$ cat config.mk
export PLATFORM = sky130hd
export DESIGN_NAME = hazard_ctrl_flat
export DESIGN_NICKNAME = d
export VERILOG_FILES = /design/src/rtl/hazard_ctrl_if.sv /design/src/rtl/hazard_ctrl.sv /design/src/flat_wrapper.sv
export SDC_FILE = /design/constraint.sdc
export NUM_CORES = 1
export LEC_CHECK = 0
export CORE_ASPECT_RATIO = 0.9
export CORE_MARGIN = 5
export CORE_UTILIZATION = 22
export DETAILED_ROUTE_END_ITERATION = 16
export GPL_TIMING_DRIVEN = 0
export PLACE_DENSITY = 0.9
export SLEW_MARGIN = 25
export SYNTH_ARGS = -nofsm -noshare
export SYNTH_HDL_FRONTEND = slang
export SYNTH_SLANG_ARGS = --single-unit
$ cat constraint.sdc
create_clock -name clk -period 5.4 [get_ports clk]
set_input_delay 1.62 -clock clk [delete_from_list [all_inputs] [get_ports clk]]
set_output_delay 1.62 -clock clk [all_outputs]
set_load 0.01 [all_outputs]
$ cat src/rtl/hazard_ctrl_if.sv
// Pipeline-side bundle for hazard_ctrl: stage inputs into the controller and
// the hold/flush/redirect controls back out to the pipeline.
interface hazard_ctrl_if #(parameter int PC_W = 32);
  logic [4:0]      id_rs1_addr_i;
  logic            id_rs1_rd_i;
  logic [4:0]      id_rs2_addr_i;
  logic            id_rs2_rd_i;
  logic            ex_load_i;
  logic [4:0]      ex_rd_addr_i;
  logic            ex_jump_i;
  logic [PC_W-1:0] ex_jump_addr_i;
  logic            mem_req_i;
  logic            mem_ready_i;
  logic            hold_pc_o;
  logic            hold_if_id_o;
  logic            hold_id_ex_o;
  logic            hold_ex_mem_o;
  logic            flush_if_id_o;
  logic            flush_id_ex_o;
  logic            jump_o;
  logic [PC_W-1:0] jump_addr_o;
  logic [1:0]      state_o;
  logic [31:0]     stall_cnt_o;

  modport master (
    output id_rs1_addr_i, id_rs1_rd_i, id_rs2_addr_i, id_rs2_rd_i,
           ex_load_i, ex_rd_addr_i, ex_jump_i, ex_jump_addr_i,
           mem_req_i, mem_ready_i,
    input  hold_pc_o, hold_if_id_o, hold_id_ex_o, hold_ex_mem_o,
           flush_if_id_o, flush_id_ex_o, jump_o, jump_addr_o,
           state_o, stall_cnt_o
  );

  modport slave (
    input  id_rs1_addr_i, id_rs1_rd_i, id_rs2_addr_i, id_rs2_rd_i,
           ex_load_i, ex_rd_addr_i, ex_jump_i, ex_jump_addr_i,
           mem_req_i, mem_ready_i,
    output hold_pc_o, hold_if_id_o, hold_id_ex_o, hold_ex_mem_o,
           flush_if_id_o, flush_id_ex_o, jump_o, jump_addr_o,
           state_o, stall_cnt_o
  );
endinterface

$ cat src/rtl/hazard_ctrl.sv
// Pipeline hazard controller: data-bus wait > taken jump > load-use stall.
// Define HAZARD_PERF_CNT_EN to build the saturating stall-cycle counter.
module hazard_ctrl #(
  parameter int LU_CYCLES = 1,
  parameter int PC_W      = 32
) (
  input logic         clk,
  input logic         rst_n,
  hazard_ctrl_if.slave hz
);
  typedef enum logic [1:0] {RUN = 2'd0, LU = 2'd1, MEMW = 2'd2} state_t;

  localparam logic [2:0] LU_INIT = 3'(LU_CYCLES - 1);

  state_t     state;
  logic [2:0] lu_cnt;
  logic       mem_wait;
  logic       load_use;
  logic       lu_stall;

  assign mem_wait = hz.mem_req_i & ~hz.mem_ready_i;
  assign load_use = hz.ex_load_i && (hz.ex_rd_addr_i != 5'd0) &&
                    ((hz.id_rs1_rd_i && (hz.id_rs1_addr_i == hz.ex_rd_addr_i)) ||
                     (hz.id_rs2_rd_i && (hz.id_rs2_addr_i == hz.ex_rd_addr_i)));
  assign lu_stall = load_use || (state == LU);

  always_ff @(posedge clk or negedge rst_n) begin
    if (!rst_n) begin
      state  <= RUN;
      lu_cnt <= 3'd0;
    end else if (mem_wait) begin
      state  <= MEMW;
      lu_cnt <= 3'd0;
    end else if (hz.ex_jump_i) begin
      state  <= RUN;
      lu_cnt <= 3'd0;
    end else if (state == LU) begin
      // LU ignores a fresh load_use; RUN re-examines it after the sequence.
      if (lu_cnt == 3'd1) begin
        state  <= RUN;
        lu_cnt <= 3'd0;
      end else begin
        lu_cnt <= lu_cnt - 3'd1;
      end
    end else if (load_use && (LU_CYCLES > 1)) begin
      state  <= LU;
      lu_cnt <= LU_INIT;
    end else begin
      state  <= RUN;
      lu_cnt <= 3'd0;
    end
  end

  // Outputs are combinational; gating with rst_n silences them during reset.
  always_comb begin
    hz.hold_pc_o     = 1'b0;
    hz.hold_if_id_o  = 1'b0;
    hz.hold_id_ex_o  = 1'b0;
    hz.hold_ex_mem_o = 1'b0;
    hz.flush_if_id_o = 1'b0;
    hz.flush_id_ex_o = 1'b0;
    hz.jump_o        = 1'b0;
    hz.jump_addr_o   = '0;
    if (rst_n) begin
      if (mem_wait) begin
        hz.hold_pc_o     = 1'b1;
        hz.hold_if_id_o  = 1'b1;
        hz.hold_id_ex_o  = 1'b1;
        hz.hold_ex_mem_o = 1'b1;
      end else if (hz.ex_jump_i) begin
        hz.jump_o        = 1'b1;
        hz.jump_addr_o   = hz.ex_jump_addr_i;
        hz.flush_if_id_o = 1'b1;
        hz.flush_id_ex_o = 1'b1;
      end else if (lu_stall) begin
        hz.hold_pc_o     = 1'b1;
        hz.hold_if_id_o  = 1'b1;
        hz.flush_id_ex_o = 1'b1;
      end
    end
  end

  assign hz.state_o = state;

`ifdef HAZARD_PERF_CNT_EN
  logic [31:0] stall_cnt;

  always_ff @(posedge clk or negedge rst_n) begin
    if (!rst_n) begin
      stall_cnt <= 32'd0;
    end else if (hz.hold_pc_o && (stall_cnt != 32'hFFFF_FFFF)) begin
      stall_cnt <= stall_cnt + 32'd1;
    end
  end

  assign hz.stall_cnt_o = stall_cnt;
`else
  assign hz.stall_cnt_o = 32'd0;
`endif
endmodule

$ cat src/flat_wrapper.sv
// flat-port wrapper written by rule: the top's interface ports become plain ports
module hazard_ctrl_flat 
#(
  parameter int LU_CYCLES = 1,
  parameter int PC_W      = 32
)
  (clk, rst_n, hz_id_rs1_addr_i, hz_id_rs1_rd_i, hz_id_rs2_addr_i, hz_id_rs2_rd_i, hz_ex_load_i, hz_ex_rd_addr_i, hz_ex_jump_i, hz_ex_jump_addr_i, hz_mem_req_i, hz_mem_ready_i, hz_hold_pc_o, hz_hold_if_id_o, hz_hold_id_ex_o, hz_hold_ex_mem_o, hz_flush_if_id_o, hz_flush_id_ex_o, hz_jump_o, hz_jump_addr_o, hz_state_o, hz_stall_cnt_o);
  hazard_ctrl_if #(.PC_W(PC_W)) hz_i ();
  input logic clk;
  input logic rst_n;
  input wire logic [$bits(hz_i.id_rs1_addr_i)-1:0] hz_id_rs1_addr_i;
  input wire logic [$bits(hz_i.id_rs1_rd_i)-1:0] hz_id_rs1_rd_i;
  input wire logic [$bits(hz_i.id_rs2_addr_i)-1:0] hz_id_rs2_addr_i;
  input wire logic [$bits(hz_i.id_rs2_rd_i)-1:0] hz_id_rs2_rd_i;
  input wire logic [$bits(hz_i.ex_load_i)-1:0] hz_ex_load_i;
  input wire logic [$bits(hz_i.ex_rd_addr_i)-1:0] hz_ex_rd_addr_i;
  input wire logic [$bits(hz_i.ex_jump_i)-1:0] hz_ex_jump_i;
  input wire logic [$bits(hz_i.ex_jump_addr_i)-1:0] hz_ex_jump_addr_i;
  input wire logic [$bits(hz_i.mem_req_i)-1:0] hz_mem_req_i;
  input wire logic [$bits(hz_i.mem_ready_i)-1:0] hz_mem_ready_i;
  output wire logic [$bits(hz_i.hold_pc_o)-1:0] hz_hold_pc_o;
  output wire logic [$bits(hz_i.hold_if_id_o)-1:0] hz_hold_if_id_o;
  output wire logic [$bits(hz_i.hold_id_ex_o)-1:0] hz_hold_id_ex_o;
  output wire logic [$bits(hz_i.hold_ex_mem_o)-1:0] hz_hold_ex_mem_o;
  output wire logic [$bits(hz_i.flush_if_id_o)-1:0] hz_flush_if_id_o;
  output wire logic [$bits(hz_i.flush_id_ex_o)-1:0] hz_flush_id_ex_o;
  output wire logic [$bits(hz_i.jump_o)-1:0] hz_jump_o;
  output wire logic [$bits(hz_i.jump_addr_o)-1:0] hz_jump_addr_o;
  output wire logic [$bits(hz_i.state_o)-1:0] hz_state_o;
  output wire logic [$bits(hz_i.stall_cnt_o)-1:0] hz_stall_cnt_o;
  assign hz_i.id_rs1_addr_i = hz_id_rs1_addr_i;
  assign hz_i.id_rs1_rd_i = hz_id_rs1_rd_i;
  assign hz_i.id_rs2_addr_i = hz_id_rs2_addr_i;
  assign hz_i.id_rs2_rd_i = hz_id_rs2_rd_i;
  assign hz_i.ex_load_i = hz_ex_load_i;
  assign hz_i.ex_rd_addr_i = hz_ex_rd_addr_i;
  assign hz_i.ex_jump_i = hz_ex_jump_i;
  assign hz_i.ex_jump_addr_i = hz_ex_jump_addr_i;
  assign hz_i.mem_req_i = hz_mem_req_i;
  assign hz_i.mem_ready_i = hz_mem_ready_i;
  assign hz_hold_pc_o = hz_i.hold_pc_o;
  assign hz_hold_if_id_o = hz_i.hold_if_id_o;
  assign hz_hold_id_ex_o = hz_i.hold_id_ex_o;
  assign hz_hold_ex_mem_o = hz_i.hold_ex_mem_o;
  assign hz_flush_if_id_o = hz_i.flush_if_id_o;
  assign hz_flush_id_ex_o = hz_i.flush_id_ex_o;
  assign hz_jump_o = hz_i.jump_o;
  assign hz_jump_addr_o = hz_i.jump_addr_o;
  assign hz_state_o = hz_i.state_o;
  assign hz_stall_cnt_o = hz_i.stall_cnt_o;
  hazard_ctrl #(.LU_CYCLES(LU_CYCLES), .PC_W(PC_W)) u_core (.clk(clk), .rst_n(rst_n), .hz(hz_i));
endmodule
# After elaboration in Yosys (flattened, before gate mapping)
# Index checks and enable logic that the tools add are counted.
# classes
add_sub_neg,1
n_mul,0
div_mod_pow,0
magnitude_cmp,0
n_eq_ne,5
n_shift,0
muxes,23
n_bitwise,2
n_reduce_logical,7
# op_table
op,n
$mux W32,3
$mux W1,12
$mux W3,4
$eq A5 B5 Y1,2
$mux W2,4
$reduce_bool A5 Y1,1
$logic_and A1 B1 Y1,4
$ne A4 B3 Y1 const B,1
$eq A3 B1 Y1 const B,1
$sub A3 B1 Y3 const B,1
$eq A2 B1 Y1 const B,1
$logic_or A1 B1 Y1,2
$and A1 B1 Y1,1
$not A1 Y1,1
# totals
regBits,5
latchBits,0
ramBits,0
romBits,0
input_bits,55
output_inout_bits,73
word_cells,40
mem_count,0

# Depth between registers and ports, before layout
# Gate-level depths: netlist of run 1.
# logic_depth
word_depth,9
mapped_depth,6
ltp_nobuf,4

# Least setup slack after synthesis of run 1
# OpenSTA, ideal clock, no wires.
# synth_path
path_kind,in2out
startpoint,input hz_ex_rd_addr_i[3]
endpoint,output hz_hold_pc_o
arrival_time_ns,2.973
required_ns,3.780
setup_slack_ns,0.807
cell_stages,5
path_buffers,1
cell_sequence,xor2_1 > nor4_2 > a32oi_1 > o41ai_1 > buf_4
# synth_between
elab_chain_len,9
word_cells_on_any_way,13
cone_classes,eq/ne: 2; mux: 4; reduce/logical: 7
# synth_rtl
item,line_no,rtl
"start, declared",flat_wrapper.sv:16,input wire logic [$bits(hz_i.ex_rd_addr_i)-1:0] hz_ex_rd_addr_i;
$eq A5 B5 Y1 (on tied branches),"hazard_ctrl.sv:23, hazard_ctrl.sv:24",
$logic_and A1 B1 Y1 (on tied branches),"hazard_ctrl.sv:23, hazard_ctrl.sv:24",
$logic_or A1 B1 Y1,hazard_ctrl.sv:23,((hz.id_rs1_rd_i && (hz.id_rs1_addr_i == hz.ex_rd_addr_i)) ||
$logic_and A1 B1 Y1 *,hazard_ctrl.sv:22,assign load_use = hz.ex_load_i && (hz.ex_rd_addr_i != 5'd0) &&
$logic_or A1 B1 Y1 *,hazard_ctrl.sv:25,assign lu_stall = load_use || (state == LU);
$mux W1 * (4 in a row),-,
"end, declared",flat_wrapper.sv:21,output wire logic [$bits(hz_i.hold_pc_o)-1:0] hz_hold_pc_o;
# Every way passes the cells marked *; elsewhere a longest branch is shown, timed or not.

# Worst setup path after layout of run 1
# layout_path
startpoint,input hz_id_rs1_addr_i[3]
endpoint,output hz_hold_if_id_o
# layout_between
elab_chain_len,9
# layout_rtl
item,line_no,rtl
"start, declared",flat_wrapper.sv:11,input wire logic [$bits(hz_i.id_rs1_addr_i)-1:0] hz_id_rs1_addr_i;
$eq A5 B5 Y1,hazard_ctrl.sv:23,
$logic_and A1 B1 Y1,hazard_ctrl.sv:23,
$logic_or A1 B1 Y1,hazard_ctrl.sv:23,
$logic_and A1 B1 Y1,hazard_ctrl.sv:22,
$logic_or A1 B1 Y1,hazard_ctrl.sv:25,
$mux W1,hazard_ctrl.sv:75,end else if (lu_stall) begin
$mux W1,hazard_ctrl.sv:70,end else if (hz.ex_jump_i) begin
$mux W1,hazard_ctrl.sv:65,if (mem_wait) begin
$mux W1,hazard_ctrl.sv:64,if (rst_n) begin
"end, declared",flat_wrapper.sv:22,output wire logic [$bits(hz_i.hold_if_id_o)-1:0] hz_hold_if_id_o;
# Every way passes these cells.

==> reports/metrics.cfg, run 1 <==
[global_route]
use_met3 = 0.0350
gr-usage-met1 = 0.124
grt_max_degree = 12
grt_pass1_vias = 986
grt_first_pass_wirelength_um = 4490
met2_usage = 0.255
antenna_found_initial = 0
overflow = 0
busiest_layer = met2
grt_usage = 0.122

[setup_path]
path_class = in -> out
cp_top_family = buffers and inverters
worstPathMaxFanout = 2
startpoint_type = input port
critPathRequiredTime_ps = 3780
path_cells = clkdlybuf4s50_1, xor2_1, nor4_2, a32oi_2, o41ai_2, clkdlybuf4s50_1
crit_buf_inv = 2
cp-end-kind = output pin
slowest_delay_ps = 600
cp_data_arrival_time_ps = 3610
timing.critical_path.slowest_stage_cell = clkdlybuf4s50_1
cpMostUsedCell = clkdlybuf4s50_1

[place]
io_buffers = 94
pre_cts_ws_ps = -97.4
place_area_um2 = 1810
dp.cells = 267
globalplace.congestion = 0.758
dp.final_hpwl_um = 2790

[synth]
synthesis.area_um2 = 697
synthMuxAreaShare = 0
yosys.area_share.simple = 0.357
synth_top_family_by_area = buffers and inverters
ys_seq_area_frac = 0.0359
synth.distinct_cells = 18
synth-xor-area-share = 0.126
yosysWarnings = 0
synth_fa_ha_area_frac = 0
synth_seq_cells = 1
avgSynthCellArea_um2 = 7.04
syn_inst = 99
synth-compound-area-share = 0.0449

[cells_and_area]
largest_register_ffs = 1
area_growth_pct = 163
drive_gt1_frac = 0.182
postLayoutCellArea_um2 = 1830
diodes = 0
fin_nets = 282
fin_cells = 267

[sta]
setup_viol = 0
finalHoldViolCount = 0
layout_setup_ws_ps = 167
tns_ps = 0
period_needed_ps = 5230
drv_slew = 0
period_share = 0.969
grt_setup_unrepaired = false
fmax_ghz = 0.191

[routing]
drt-pass1-iter-count = 4
first_iter_violations = 1
vias = 931
detail-route-antenna-nets = 0
wl_per_cell_um = 11.0
avgViaCountPerCell = 3.49
drc_errors = 0
wl_um = 2950

[power_and_ir_drop]
vdd_drop_max_mv = 0.0375
seqPwrFrac = 0.063
pwr-share-comb = 0.937
pwr-share-clk = 0
p_leak_nw = 0.888
p_int_w = 0.0000862
pwr_density_cell_nw_per_um2 = 70.2
swShare = 0.330
power.switching_w = 0.0000425

[floorplan]
start_util = 0.229
chipHeight_um = 63.4
coreArea_um2 = 3040
die_area_um2 = 4390
ioPinCount = 128
fp.dieW_um = 69.3
fp-row-count = 19

[clock_tree]
clkTransAtPathRegs_ps = 0
post-cts-setup-buffers = 0

[status]
status = finished clean

[run]
cap_violations = 0

[min_path]
min_path_type = in -> async

## cell type report
class / count / area, um2
tap: 42 / 52.6
buffer: 40 / 287
sequential: 1 / 25.0
fill: 277 / 1210
timing repair buffer: 94 / 942
inverter: 4 / 15.0
multi-input combinational: 86 / 513
## cell usage in the layout, fill, tap and decap left out, drive strengths merged
cell type / count
inv: 4
dfrtp: 1
buf: 36
dlymetal6s2s: 2
o21ai: 1
nor4: 2
conb: 33
or4: 1
clkbuf: 4
clkdlybuf4s50: 89
o41ai: 2
and2: 33
xnor2: 2
nand2: 1
a32oi: 1
dlygate4sd2: 3
and3: 1
nand2b: 1
xor2: 8
## kinds of logic (layout without fill, tap and decap cells)
| logic type | Yosys count | after routing |
|---|---|---|
| other cells | 1 | 33 |
| flops | 1 | 1 |
| compound gates | 4 | 4 |
| buf+inv | 44 | 138 |
| simple gates | 39 | 39 |
| xor+xnor | 10 | 10 |
## repair_timing
action | in CTS | in global routing
hold endpoints to repair | 0 | 0
hold buffers | 0 | 0
cloned | 0 | 0
pin swaps | 3 | 3
setup endpoints to repair | 2 | 5
resized for setup | 6 | 4
## metal layers
layer	up-vias	part of all wire
met4	0	0
met1	389	0.33
met3	0	0.096
met5	-	0
met2	53	0.57
li1	489	-
## power by group through the flow
stage	Sequential, W	Combinational, W	Clock [W]
after floorplan	0.00000832	0.0000530	0
after global placement	0.00000809	0.000118	0
after detailed placement	0.00000809	0.000119	0
after CTS	0.00000809	0.000120	0
after global routing	0.00000815	0.000131	0
final	0.00000808	0.000121	0
## worst paths after layout
| check | end | from | depth (start not counted) |
|---|---|---|---|
| worst max-delay path | hz_hold_if_id_o | hz_id_rs1_addr_i[3] | 6 |
| worst min-delay path | u_core.hz.state_o[1] | rst_n | 1 |
| max in group asynchronous | u_core.hz.state_o[1] | rst_n | 1 |
| min in group clk | u_core.hz.state_o[1] | hz_mem_req_i | 3 |
## through the flow
| stage | power (W) | util | hold WS [ps] |
|---|---|---|---|
| final | 0.000129 | 0.603 | 1810 |
| after global routing | 0.000139 | 0.603 | 1830 |
| after CTS | 0.000129 | 0.601 | 1820 |
| after detailed placement | 0.000127 | 0.595 | 1810 |
| after global placement | 0.000126 | 0.595 | 1810 |
| after floorplan | 0.0000613 | - | 1320 |
## cells in the mapped netlist, drive strengths merged
cell / count / area share
o21ai: 1 / 0.0072
o41ai: 2 / 0.025
conb: 1 / 0.0054
dfrtp: 1 / 0.036
inv: 4 / 0.022
buf: 36 / 0.39
clkbuf: 4 / 0.022
and2: 33 / 0.30
xor2: 8 / 0.10
nand2: 1 / 0.0054
xnor2: 2 / 0.025
a32oi: 1 / 0.013
nand2b: 1 / 0.0090
and3: 1 / 0.0090
nor4: 2 / 0.027
or4: 1 / 0.011
Note: power is estimated with default switching activity, not from simulation.
==> inputs of run 2 (changes only) <==
Settings changed: CTS_BUF_LIST from default to sky130_fd_sc_hd__clkbuf_8.
==> results of run 2 <==
Same layout as run 1: the final DEF is identical, and so are final timing and power.
==> inputs of run 3 (changes only) <==
Settings changed: GPL_TIMING_DRIVEN 0 to default, HOLD_SLACK_MARGIN from default to 0.08.
Clock period 5.4 ns to 6.4 ns, I/O delays scaled along.
==> run 3 against run 2 <==
Critical path depth did not move; hold slack improved by 300 ps; sequential power down 15%; sequential share of layout area is 0.27 points higher; wire length decreased by 11%; die area unchanged; utilization decreased by 9.9 points; design area shrank 16%.
==> reports/metrics.cfg, run 3 (synthesis results as in run 1) <==
[status]
status = finished clean  ; unchanged

[setup_path]
path_class = in -> out  ; unchanged
critPathRequiredTime_ps = 4480  ; was 3780 ps
cp-end-kind = output pin  ; unchanged
startpoint = hz_ex_rd_addr_i[3]  ; was hz_id_rs1_addr_i[3]
slowest_delay_ps = 620  ; was 600 ps
cp_data_arrival_time_ps = 4030  ; was 3610 ps
endpoint = hz_hold_pc_o  ; was hz_hold_if_id_o
worstPathMaxFanout = 3  ; was 2
timing.critical_path.slowest_stage_cell = clkdlybuf4s50_1  ; unchanged
path_cells = clkdlybuf4s50_1, xor2_1, nor4_2, a32oi_1, o41ai_1, clkdlybuf4s50_1  ; was clkdlybuf4s50_1, xor2_1, nor4_2, a32oi_2, o41ai_2, clkdlybuf4s50_1
startpoint_type = input port  ; unchanged
cpMostUsedCell = clkdlybuf4s50_1  ; unchanged

[routing]
detail-route-antenna-nets = 0  ; unchanged
vias = 842  ; was 931
drt-pass1-iter-count = 3  ; was 4
first_iter_violations = 11  ; was 1
drc_errors = 0  ; unchanged
wl_um = 2630  ; was 2950 um
wl_per_cell_um = 11.6  ; was 11.0 um
avgViaCountPerCell = 3.69  ; was 3.49

[global_route]
grt_pass1_vias = 847  ; was 986
grt_first_pass_wirelength_um = 3870  ; was 4490 um
grt_usage = 0.103  ; was 0.122
grt_max_degree = 35  ; was 12
overflow = 0  ; unchanged
antenna_found_initial = 0  ; unchanged

[power_and_ir_drop]
pwr_density_cell_nw_per_um2 = 59.3  ; was 70.2 nW/um2
vdd_drop_max_mv = 0.0275  ; was 0.0375 mV
p_leak_nw = 0.650  ; was 0.888 nW

[sta]
grt_setup_unrepaired = false  ; unchanged
tns_ps = 0  ; unchanged
setup_viol = 0  ; unchanged
period_needed_ps = 5950
fmax_ghz = 0.168
drv_slew = 0  ; unchanged
finalHoldViolCount = 0  ; unchanged
period_share = 0.929

[cells_and_area]
ff_latch_area_um2 = 25.0  ; unchanged
fillCellCount = 296  ; was 277
area_growth_pct = 120  ; was 163%
diodes = 0  ; unchanged
mostFrequentLayoutCell = clkdlybuf4s50_1  ; unchanged
final_cell_mix = 94 x clkdlybuf4s50_1, 33 x conb_1, 32 x and2_1, 8 x xor2_1, 4 x inv_1  ; was 89 x clkdlybuf4s50_1, 36 x buf_4, 33 x conb_1, 32 x and2_1, 8 x xor2_1
drive_gt1_frac = 0.0108  ; was 0.182
multi_input_area_um2 = 492  ; was 513 um2
largest_register_ffs = 1  ; unchanged
postLayoutCellArea_um2 = 1530  ; was 1830 um2
fin_nets = 243  ; was 282
post-route-util = 0.504  ; was 0.603

[floorplan]
start_util = 0.229  ; unchanged
die_area_um2 = 4390  ; unchanged
fp.dieW_um = 69.3  ; unchanged
ioPinCount = 128  ; unchanged
chipHeight_um = 63.4  ; unchanged
coreArea_um2 = 3040  ; unchanged
fp-row-count = 19  ; unchanged

[clock_tree]
cts_hold_buf = 0  ; unchanged
post-cts-setup-buffers = 0  ; unchanged
clkTransAtPathRegs_ps = 0  ; about the same
post_cts_resized = 0  ; was 6

[place]
io_buffers = 94  ; unchanged
place_area_um2 = 1530  ; was 1810 um2
dp.final_hpwl_um = 2480  ; was 2790 um
globalplace.congestion = 0.763  ; was 0.758

[run]
cap_violations = 0  ; unchanged

[min_path]
min_path_type = in -> async  ; unchanged

run 3: metal layers:
layer | share of wire | track usage | vias up
met2 | 0.57 | 0.218 | 51
met5 | 0 | 0 | -
met3 | 0.086 | 0.0111 | 0
li1 | - | - | 415
met4 | 0 | 0 | 0
met1 | 0.35 | 0.114 | 376
run 3: layout make-up:
class                           count  share of cell area
Multi-Input combinational cell     86               0.321
Inverter                            4             0.00980
Timing Repair Buffer               95               0.619
Tap cell                           42              0.0343
Sequential cell                     1              0.0163
run 3: power breakdown:
group	leakage [nW]	internal [W]	switching, W	total (W)
logic	0.637	0.0000524	0.0000316	0.0000840
registers	0.0129	0.00000676	0.0000000956	0.00000685
clock network	0	0	0	0
run 3: worst min path at each step:
stage | startpoint | end | slack [ps] | depth (start not counted)
2_1_floorplan | rst_n | u_core.hz.state_o[1] | 1620 | 0
3_3_place_gp | rst_n | u_core.hz.state_o[1] | 2110 | 1
3_5_place_dp | rst_n | u_core.hz.state_o[1] | 2110 | 1
4_1_cts | rst_n | u_core.hz.state_o[1] | 2110 | 1
5_1_grt | rst_n | u_core.hz.state_o[1] | 2140 | 1
6_report | rst_n | u_core.hz.state_o[1] | 2110 | 1
run 3: worst max-delay path, delay by kind of cell:
family	cells	cell delay, ps
buffers and inverters	2	1080
and+or+nand+nor	1	270
xor gates and xnor gates	1	190
AOI/OAI and AO/OA	2	560
run 3: stage by stage:
stage                     setup WS, ps  hold WS (ps)  std cells  power (W)
after detailed placement           426          2110        228  0.0000910
after global placement             433          2110        228  0.0000898
final                              455          2110        228  0.0000908
after floorplan                   1210          1620        131  0.0000518
after CTS                          416          2110        228  0.0000912
after global routing               244          2140        228  0.0000977
